===== src/rtl/seq_chunk_adder.sv =====
// seq_chunk_adder
//   Multi-cycle unsigned adder. Two WIDTH-bit operands and a carry-in are
//   captured through a valid/ready handshake. The sum is then formed CHUNK
//   bits per clock, with the carry held in a register between chunks. The
//   result is presented through a second valid/ready handshake.
//
//   Optional feature macro: SEQ_CHUNK_ADDER_SUB_EN
//     When defined, the sub_i input exists and is captured with the operands.
//     sub_i=1 computes a_i-b_i mod 2^WIDTH. In that mode c_o=1 means no borrow.
//     When undefined, the block only adds.
//
// Ports
//   clk_i    in   clock, rising edge
//   rst_i    in   synchronous active-high reset
//   valid_i  in   operand request
//   ready_o  out  operands can be accepted (IDLE and not in reset)
//   a_i      in   [WIDTH] operand A
//   b_i      in   [WIDTH] operand B
//   c_i      in   carry-in
//   sub_i    in   subtract select (only with SEQ_CHUNK_ADDER_SUB_EN)
//   valid_o  out  result available (DONE)
//   ready_i  in   downstream accepts result
//   s_o      out  [WIDTH] sum
//   c_o      out  carry-out
//   busy_o   out  operation in progress (CALC or DONE)
module seq_chunk_adder #(
  parameter int WIDTH = 16,
  parameter int CHUNK = 4
) (
  input  logic             clk_i,
  input  logic             rst_i,
  input  logic             valid_i,
  output logic             ready_o,
  input  logic [WIDTH-1:0] a_i,
  input  logic [WIDTH-1:0] b_i,
  input  logic             c_i,
`ifdef SEQ_CHUNK_ADDER_SUB_EN
  input  logic             sub_i,
`endif
  output logic             valid_o,
  input  logic             ready_i,
  output logic [WIDTH-1:0] s_o,
  output logic             c_o,
  output logic             busy_o
);

  localparam int NCHUNK = (CHUNK > 0) ? (WIDTH / CHUNK) : 1;
  localparam int IDXW   = (NCHUNK > 1) ? $clog2(NCHUNK) : 1;

  if (WIDTH < 1 || CHUNK < 1 || (WIDTH % CHUNK) != 0) begin : g_param_check
    $fatal(1, "seq_chunk_adder: WIDTH must be >= 1 and a multiple of CHUNK");
  end

  typedef enum logic [1:0] {
    ST_IDLE,
    ST_CALC,
    ST_DONE
  } state_t;

  state_t            r_state;
  state_t            w_state_next;
  logic [WIDTH-1:0]  r_a;
  logic [WIDTH-1:0]  r_b;
  logic              r_carry;
  logic [IDXW-1:0]   r_idx;
  logic              r_co;

  logic [WIDTH-1:0]  w_b_in;
  logic              w_c_in;
  logic              w_accept;
  logic              w_last;
  logic [CHUNK-1:0]  w_a_sel;
  logic [CHUNK-1:0]  w_b_sel;
  logic [CHUNK:0]    w_sum;
  logic [CHUNK-1:0]  w_a_ch [NCHUNK];
  logic [CHUNK-1:0]  w_b_ch [NCHUNK];

`ifdef SEQ_CHUNK_ADDER_SUB_EN
  // Subtraction is done as a + ~b + 1, so the datapath stays a plain adder.
  assign w_b_in = sub_i ? ~b_i : b_i;
  assign w_c_in = sub_i | c_i;
`else
  assign w_b_in = b_i;
  assign w_c_in = c_i;
`endif

  assign w_accept = (r_state == ST_IDLE) && valid_i;
  assign w_last   = (r_idx == IDXW'(NCHUNK - 1));

  // Split the captured operands into chunk slices.
  for (genvar gi = 0; gi < NCHUNK; gi++) begin : g_split
    assign w_a_ch[gi] = r_a[gi*CHUNK +: CHUNK];
    assign w_b_ch[gi] = r_b[gi*CHUNK +: CHUNK];
  end

  // Select the current chunk. Index values with no matching chunk are never
  // reached; for those the select defaults to zero.
  always_comb begin
    w_a_sel = '0;
    w_b_sel = '0;
    for (int i = 0; i < NCHUNK; i++) begin
      if (r_idx == IDXW'(i)) begin
        w_a_sel = w_a_ch[i];
        w_b_sel = w_b_ch[i];
      end
    end
  end

  assign w_sum = {1'b0, w_a_sel} + {1'b0, w_b_sel} + {{CHUNK{1'b0}}, r_carry};

  // Next-state logic and the state-decoded outputs.
  always_comb begin
    w_state_next = r_state;
    ready_o      = 1'b0;
    valid_o      = 1'b0;
    busy_o       = 1'b0;
    case (r_state)
      ST_IDLE: begin
        ready_o = ~rst_i;
        if (valid_i) w_state_next = ST_CALC;
      end
      ST_CALC: begin
        busy_o = 1'b1;
        if (w_last) w_state_next = ST_DONE;
      end
      ST_DONE: begin
        busy_o  = 1'b1;
        valid_o = 1'b1;
        if (ready_i) w_state_next = ST_IDLE;
      end
      default: w_state_next = ST_IDLE;
    endcase
  end

  always_ff @(posedge clk_i) begin
    if (rst_i) begin
      r_state <= ST_IDLE;
      r_a     <= '0;
      r_b     <= '0;
      r_carry <= 1'b0;
      r_idx   <= '0;
      r_co    <= 1'b0;
    end else begin
      r_state <= w_state_next;
      if (w_accept) begin
        r_a     <= a_i;
        r_b     <= w_b_in;
        r_carry <= w_c_in;
        r_idx   <= '0;
      end else if (r_state == ST_CALC) begin
        r_carry <= w_sum[CHUNK];
        r_idx   <= r_idx + 1'b1;
        if (w_last) r_co <= w_sum[CHUNK];
      end
    end
  end

  // Each sum chunk has its own register. It is written only on the cycle that
  // processes that chunk, so s_o holds its value until a new operation
  // overwrites it.
  for (genvar gi = 0; gi < NCHUNK; gi++) begin : g_chunk
    logic [CHUNK-1:0] r_s_chunk;
    always_ff @(posedge clk_i) begin
      if (rst_i) begin
        r_s_chunk <= '0;
      end else if (r_state == ST_CALC && r_idx == IDXW'(gi)) begin
        r_s_chunk <= w_sum[CHUNK-1:0];
      end
    end
    assign s_o[gi*CHUNK +: CHUNK] = r_s_chunk;
  end

  assign c_o = r_co;

endmodule


===== config.mk =====
export PLATFORM = sky130hd
export DESIGN_NAME = seq_chunk_adder
export DESIGN_NICKNAME = d
export VERILOG_FILES = /design/src/rtl/seq_chunk_adder.sv
export SDC_FILE = /design/constraint.sdc
export NUM_CORES = 1
export LEC_CHECK = 0
export BUFFER_PORTS_ARGS = -buffer_cell sky130_fd_sc_hd__buf_2
export CORE_MARGIN = 2
export CORE_UTILIZATION = 52
export DETAILED_ROUTE_END_ITERATION = 10
export PLACE_DENSITY_LB_ADDON = 0.12
export REMOVE_ABC_BUFFERS = 1
export SETUP_SLACK_MARGIN = 0.02
export SLEW_MARGIN = 25
export SYNTH_ARGS = -nofsm -noshare
export SYNTH_HDL_FRONTEND = slang
export SYNTH_SLANG_ARGS = --single-unit

===== constraint.sdc =====
create_clock -name clk_i -period 3.1 [get_ports clk_i]
set_input_delay 0.155 -clock clk_i [delete_from_list [all_inputs] [get_ports clk_i]]
set_output_delay 0.155 -clock clk_i [all_outputs]
set_load 0.01 [all_outputs]

### Yosys cells after proc, flatten, opt, wreduce, memory -nomap -nowiden

Index checks and enable logic that the tools add are counted.

| word-level totals | value |
|---|---|
| word-level logic and storage cells | 52 |
| bits in registers | 54 |

| cells by class | value |
|---|---|
| bitwise logic cells | 2 |
| add/subtract/negate cells | 3 |
| equality and inequality tests | 8 |
| reductions and logical operators | 12 |
| mux-type cells | 17 |

Operators by type and width:

| cell | number |
|---|---|
| two-way mux 4 bit | 8 |
| equality test 2 bit (second input constant) | 3 |
| two-way mux 2 bit | 3 |
| != test 2 bit (second input constant) | 3 |
| case mux 2 bit (3 select lines) | 1 |
| AND reduction 3 bit | 2 |
| adder 4 x 4 -> 5 bit | 1 |
| adder 5 x 1 -> 5 bit | 1 |
| logical AND 1 bit | 5 |
| two-way mux 1 bit | 5 |
| equality test 2 x 1 -> 1 bit (second input constant) | 2 |
| zero test 2 bit | 2 |
| OR reduction 2 bit | 2 |
| adder 2 x 1 -> 2 bit (second input constant) | 1 |
| inverter 1 bit | 2 |
| nonzero test 2 bit | 1 |

### Depth between registers and ports, before layout

| depth | value |
|---|---|
| word-level depth | 9 |
| mapped depth | 13 |
| depth with buffers taken out | 11 |

### Worst setup path after synthesis

No wires, ideal clock.

| timing | value |
|---|---|
| kind | reg-to-reg |
| start | reg r_idx[0] |
| end | reg r_co, in the netlist c_o |
| data arrival time | 2430 ps |
| clock period less this slack | 2572 ps |
| buffers on the path | 2 |
| slack | 528 ps |
| required time | 2958 ps |
| cell stages (with the launch flop) | 14 |
| path through | dfxtp_1 > inv_1 > ha_1 > buf_2 > clkbuf_1 > a21oi_1 > o21ai_0 > a22oi_1 > fa_1 > inv_1 > fa_1 > a21o_1 > a21oi_1 > a311oi_1 |

| between the ends | value |
|---|---|
| longest elaborated chain between the ends | 7 |
| elaborated cells between the ends (all ways) | 15 |
| classes of those cells | 2 x add/sub; 3 x eq/ne; 8 x mux; 2 x reduce/logical |

RTL lines:

| item | line | RTL |
|---|---|---|
| start: declaration | 65 | `logic [IDXW-1:0] r_idx;` |
| start signal: assignment | 152 | `r_idx <= r_idx + 1'b1;` |
| zero test 2 bit | 102 | `if (r_idx == IDXW'(i)) begin` |
| two-way mux 4 bit (4 in series) | 102 |  |
| adder 4 x 4 -> 5 bit | 109 | `assign w_sum = {1'b0, w_a_sel} + {1'b0, w_b_sel} + {{CHUNK{1'b0}}, r_carry};` |
| adder 5 x 1 -> 5 bit | 109 |  |
| end signal: assignment | 153 | `if (w_last) r_co <= w_sum[CHUNK];` |
| end: declaration | 66 | `logic r_co;` |

Several ways; a longest one is shown, not always the timed one.
A chain may end at the register's enable or synchronous reset.

### Final worst setup path

Same ends and word-level chain as after synthesis.

==> results.txt <==
- Result of the run: completed
- Antenna diode count: 0
- The count of buffers added on input and output ports is between 50 and 60.
* Die Outline Area: around 0.0055 mm2
- DRT iter0 DRCs: 169
* Most Crowded Layer GR: met2
- Overall power after layout: 1.432 mW
- For this run, the register share of the synthesized area comes to 0.4256.
- In this run, post-CTS repair resized a total of 0 instances.
- Count of final max-slew check failures: 0
* Total via count after detailed routing: 2,243
- Of the available clock period, the critical path in the final layout requires 0.8770.
- TritonCTS built the clock tree.
- Number of placed I/O pins: 57
- The first TritonRoute pass finished after 5 iterations.
- Setup TNS Final: 0 ns
- Compared with the post-synthesis result, the final layout area differs by 14.14%.
- Area of the mapped netlist: ~0.0025 mm2
- Setup repair after global routing left no endpoint under its margin.
* Synthesized netlist cell count: about 320
* Final hold violation count: 0
- Worst clock skew: between 0.01 and 0.015 ns
- Maximum clock frequency: approximately 0.37 GHz
- The detail route stage leaves a number of antenna-violating nets equal to 0.
- Clock buffer count from CTS: 5
- Yosys printed 0 warnings.
* Hold_ws: approximately 0.077 ns
- Final Critical Period: approximately 2.7 ns
- Antenna violations before repair: 0
- Clock-pin slew was measured on the worst setup and hold paths at approximately 0.1 ns.
- The HPWL after detailed placement is approximately 3.7 mm.
- Share of final-layout standard cells stronger than drive strength 1: 0.1890
- Met2 track demand over resource in global routing: 0.3542
* Utilization after layout: 0.6138
- Summed over all layers, the global routing overflow is 0.
* CTS root buffer: clkbuf_8
* Cell type with the largest total area after synthesis: dfxtp_1
* Number of global-route vias before repair: about 2,000
* Yosys reg bits: 54
* Maximum resistive drop on vdd: between 200 and 300 uV
- For met1 alone, demand over resource in global routing was 0.2553.
- Timing analysis after detailed placement gives a worst setup slack of 0.3854 ns.
* Required time reported for the critical path endpoint: around 3.3 ns
- Placer's final routability congestion estimate: just over 0.8
- After detailed routing, the number of vias per cell comes to approximately 5.2.
* Row Count: 25
- The initial utilization of the core area, before any placement, comes to 0.5377.
- In the routed design, unresolved DRC markers number 0.
- The library cell used most frequently in the layout, excluding fill and tap cells, is nand2_1.
- Post-layout nets: ~410
- The clock drives 54 sinks.
- Max-capacitance violation count: 0
- In this run the worst hold path is classified as input port to register.
- Vertical die dimension: roughly 74 um
* Tightest slew margin relative to the limit: 0.6030
- After synthesis, the mean cell area works out to between 7 and 8 um2.
* X dimension of the die: roughly 74 um
- CTS built an H-tree with a depth of 2.
- Total setup buffers inserted after CTS: 0
* Worst Slack Setup Final: between 0.3 and 0.4 ns
- STA classifies the critical path startpoint as a register.
- Core area: around 0.0047 mm2
* Maximum number of pins on one net before global-route repair: 37
* Wire length per cell: approximately 12 um
* Leading post-synthesis cells by cell area: dfxtp_1 (43%), nand2_1 (13%), a21oi_1 (11%)
* Hold buffer count at CTS: 0
* Later-pin clock latency in the skew report: approximately 0.3 ns
- Total setup violations reported at the end of the flow: 0
- Routing usage on met3: 0.03429
- For this design the ratio of total power to cell area is approximately 500 mW/mm2.
- The first global-routing pass estimated between 8 and 9 mm of wire.
* Least-Margin Pin Slew: 0.5956 ns
- Capturing element type of the critical path: register
- Final Routed Wirelength: 5.104 mm
* Clock buffer depth: 2
* Worst setup path class: register to register
* Critical path fanouts, max: 18
* Commonest non-fill, non-tap cells in the layout: nand2_1 (85), a21oi_1 (57), buf_2 (56)
* Count of unique library cells instantiated by Yosys: 33
- For this design the static power due to leakage is ~1.2 nW.
- Of the post-synthesis cell area, the dominant cell type holds 0.4256.
* Data arrival time at the worst-slack endpoint: approximately 2.9 ns
- Across every metal layer, demand over resource in global routing totals 0.2015.
## Yosys cell counts, drive strengths merged
cell type / number
nor3: 2
ha: 11
buf: 15
nor2b: 5
mux2i: 1
nand2b: 1
nand4b: 1
fa: 2
or2b: 1
and2: 6
a22oi: 2
nand3b: 7
o21ai: 8
a211oi: 8
a21oi: 57
o31ai: 2
xnor2: 2
a311oi: 1
clkbuf: 10
inv: 14
o211ai: 1
nand2: 85
nand4: 5
nor2: 8
or4: 1
a21o: 1
o311ai: 4
dfxtp: 54
a22o: 6
or2: 1
## worst max-delay path, cell delays in order, from the launching register on
cell      delay, ns
dfxtp_1        0.41
inv_1          0.08
ha_1           0.41
a21oi_1        0.19
o21ai_0        0.11
a22oi_1        0.22
fa_1           0.22
inv_1          0.05
fa_1           0.40
a21o_1         0.17
a21oi_1        0.21
a311oi_1       0.12
## power breakdown
part           internal [mW]  leakage, nW  switching (mW)
clock network          0.160       0.0452           0.224
registers              0.739        0.441          0.0241
logic                  0.113        0.705           0.172
total                   1.01         1.19           0.420
## layer usage
layer,up-vias,share of wire
li1,1169,-
met1,1016,0.47
met2,54,0.48
met3,4,0.050
met4,0,0.0082
met5,-,0
## state kept, by name, summed over array words and instances, names as in the netlist
register	flops
c_o	1
r_state	2
r_a	16
r_carry	1
g_chunk.r_s_chunk	16
r_idx	2
r_b	16
## worst paths after layout
check | endpoint | cells past startpoint | slack (ns) | start
setup / recovery | c_o$_SDFFE_PP0P_ | 11 | 0.38 | r_idx[0]$_SDFFE_PP0P_
hold / removal | r_b[2]$_SDFFE_PP0P_ | 3 | 0.08 | b_i[2]
setup reg to reg | c_o$_SDFFE_PP0P_ | 11 | 0.38 | r_idx[0]$_SDFFE_PP0P_
hold reg to reg | g_chunk[1].r_s_chunk[1]$_SDFFE_PP0P_ | 2 | 0.46 | g_chunk[1].r_s_chunk[1]$_SDFFE_PP0P_
## area by class of cell
cell class / count / area (um2)
inverters: 14 / 52.55
fillers: 472 / 1824
well taps: 67 / 83.83
flip-flops and latches: 54 / 1081
multi-input cells: 229 / 1285
repair buffers: 60 / 310.3
clock inverters: 2 / 13.76
clock buffers: 6 / 72.57
## cell families (layout without fill, tap and decap cells)
group,Yosys count,after routing,share of synthesized area
AOI/OAI and AO/OA,90,90,0.2094
muxes,1,1,0.003941
xor gates and xnor gates,2,2,0.006898
buffers and inverters,39,82,0.06847
and+or+nand+nor,123,123,0.2158
DFF,54,54,0.4256
adders and majority gates,13,13,0.06995
## per-stage QoR
step	std cells	instance area [um2]
global placement	424	2813
CTS	432	2899
floorplan	297	2419
global route	432	2899
finish	432	2899
detailed placement	424	2813
Power figures use the tool's default switching activity.
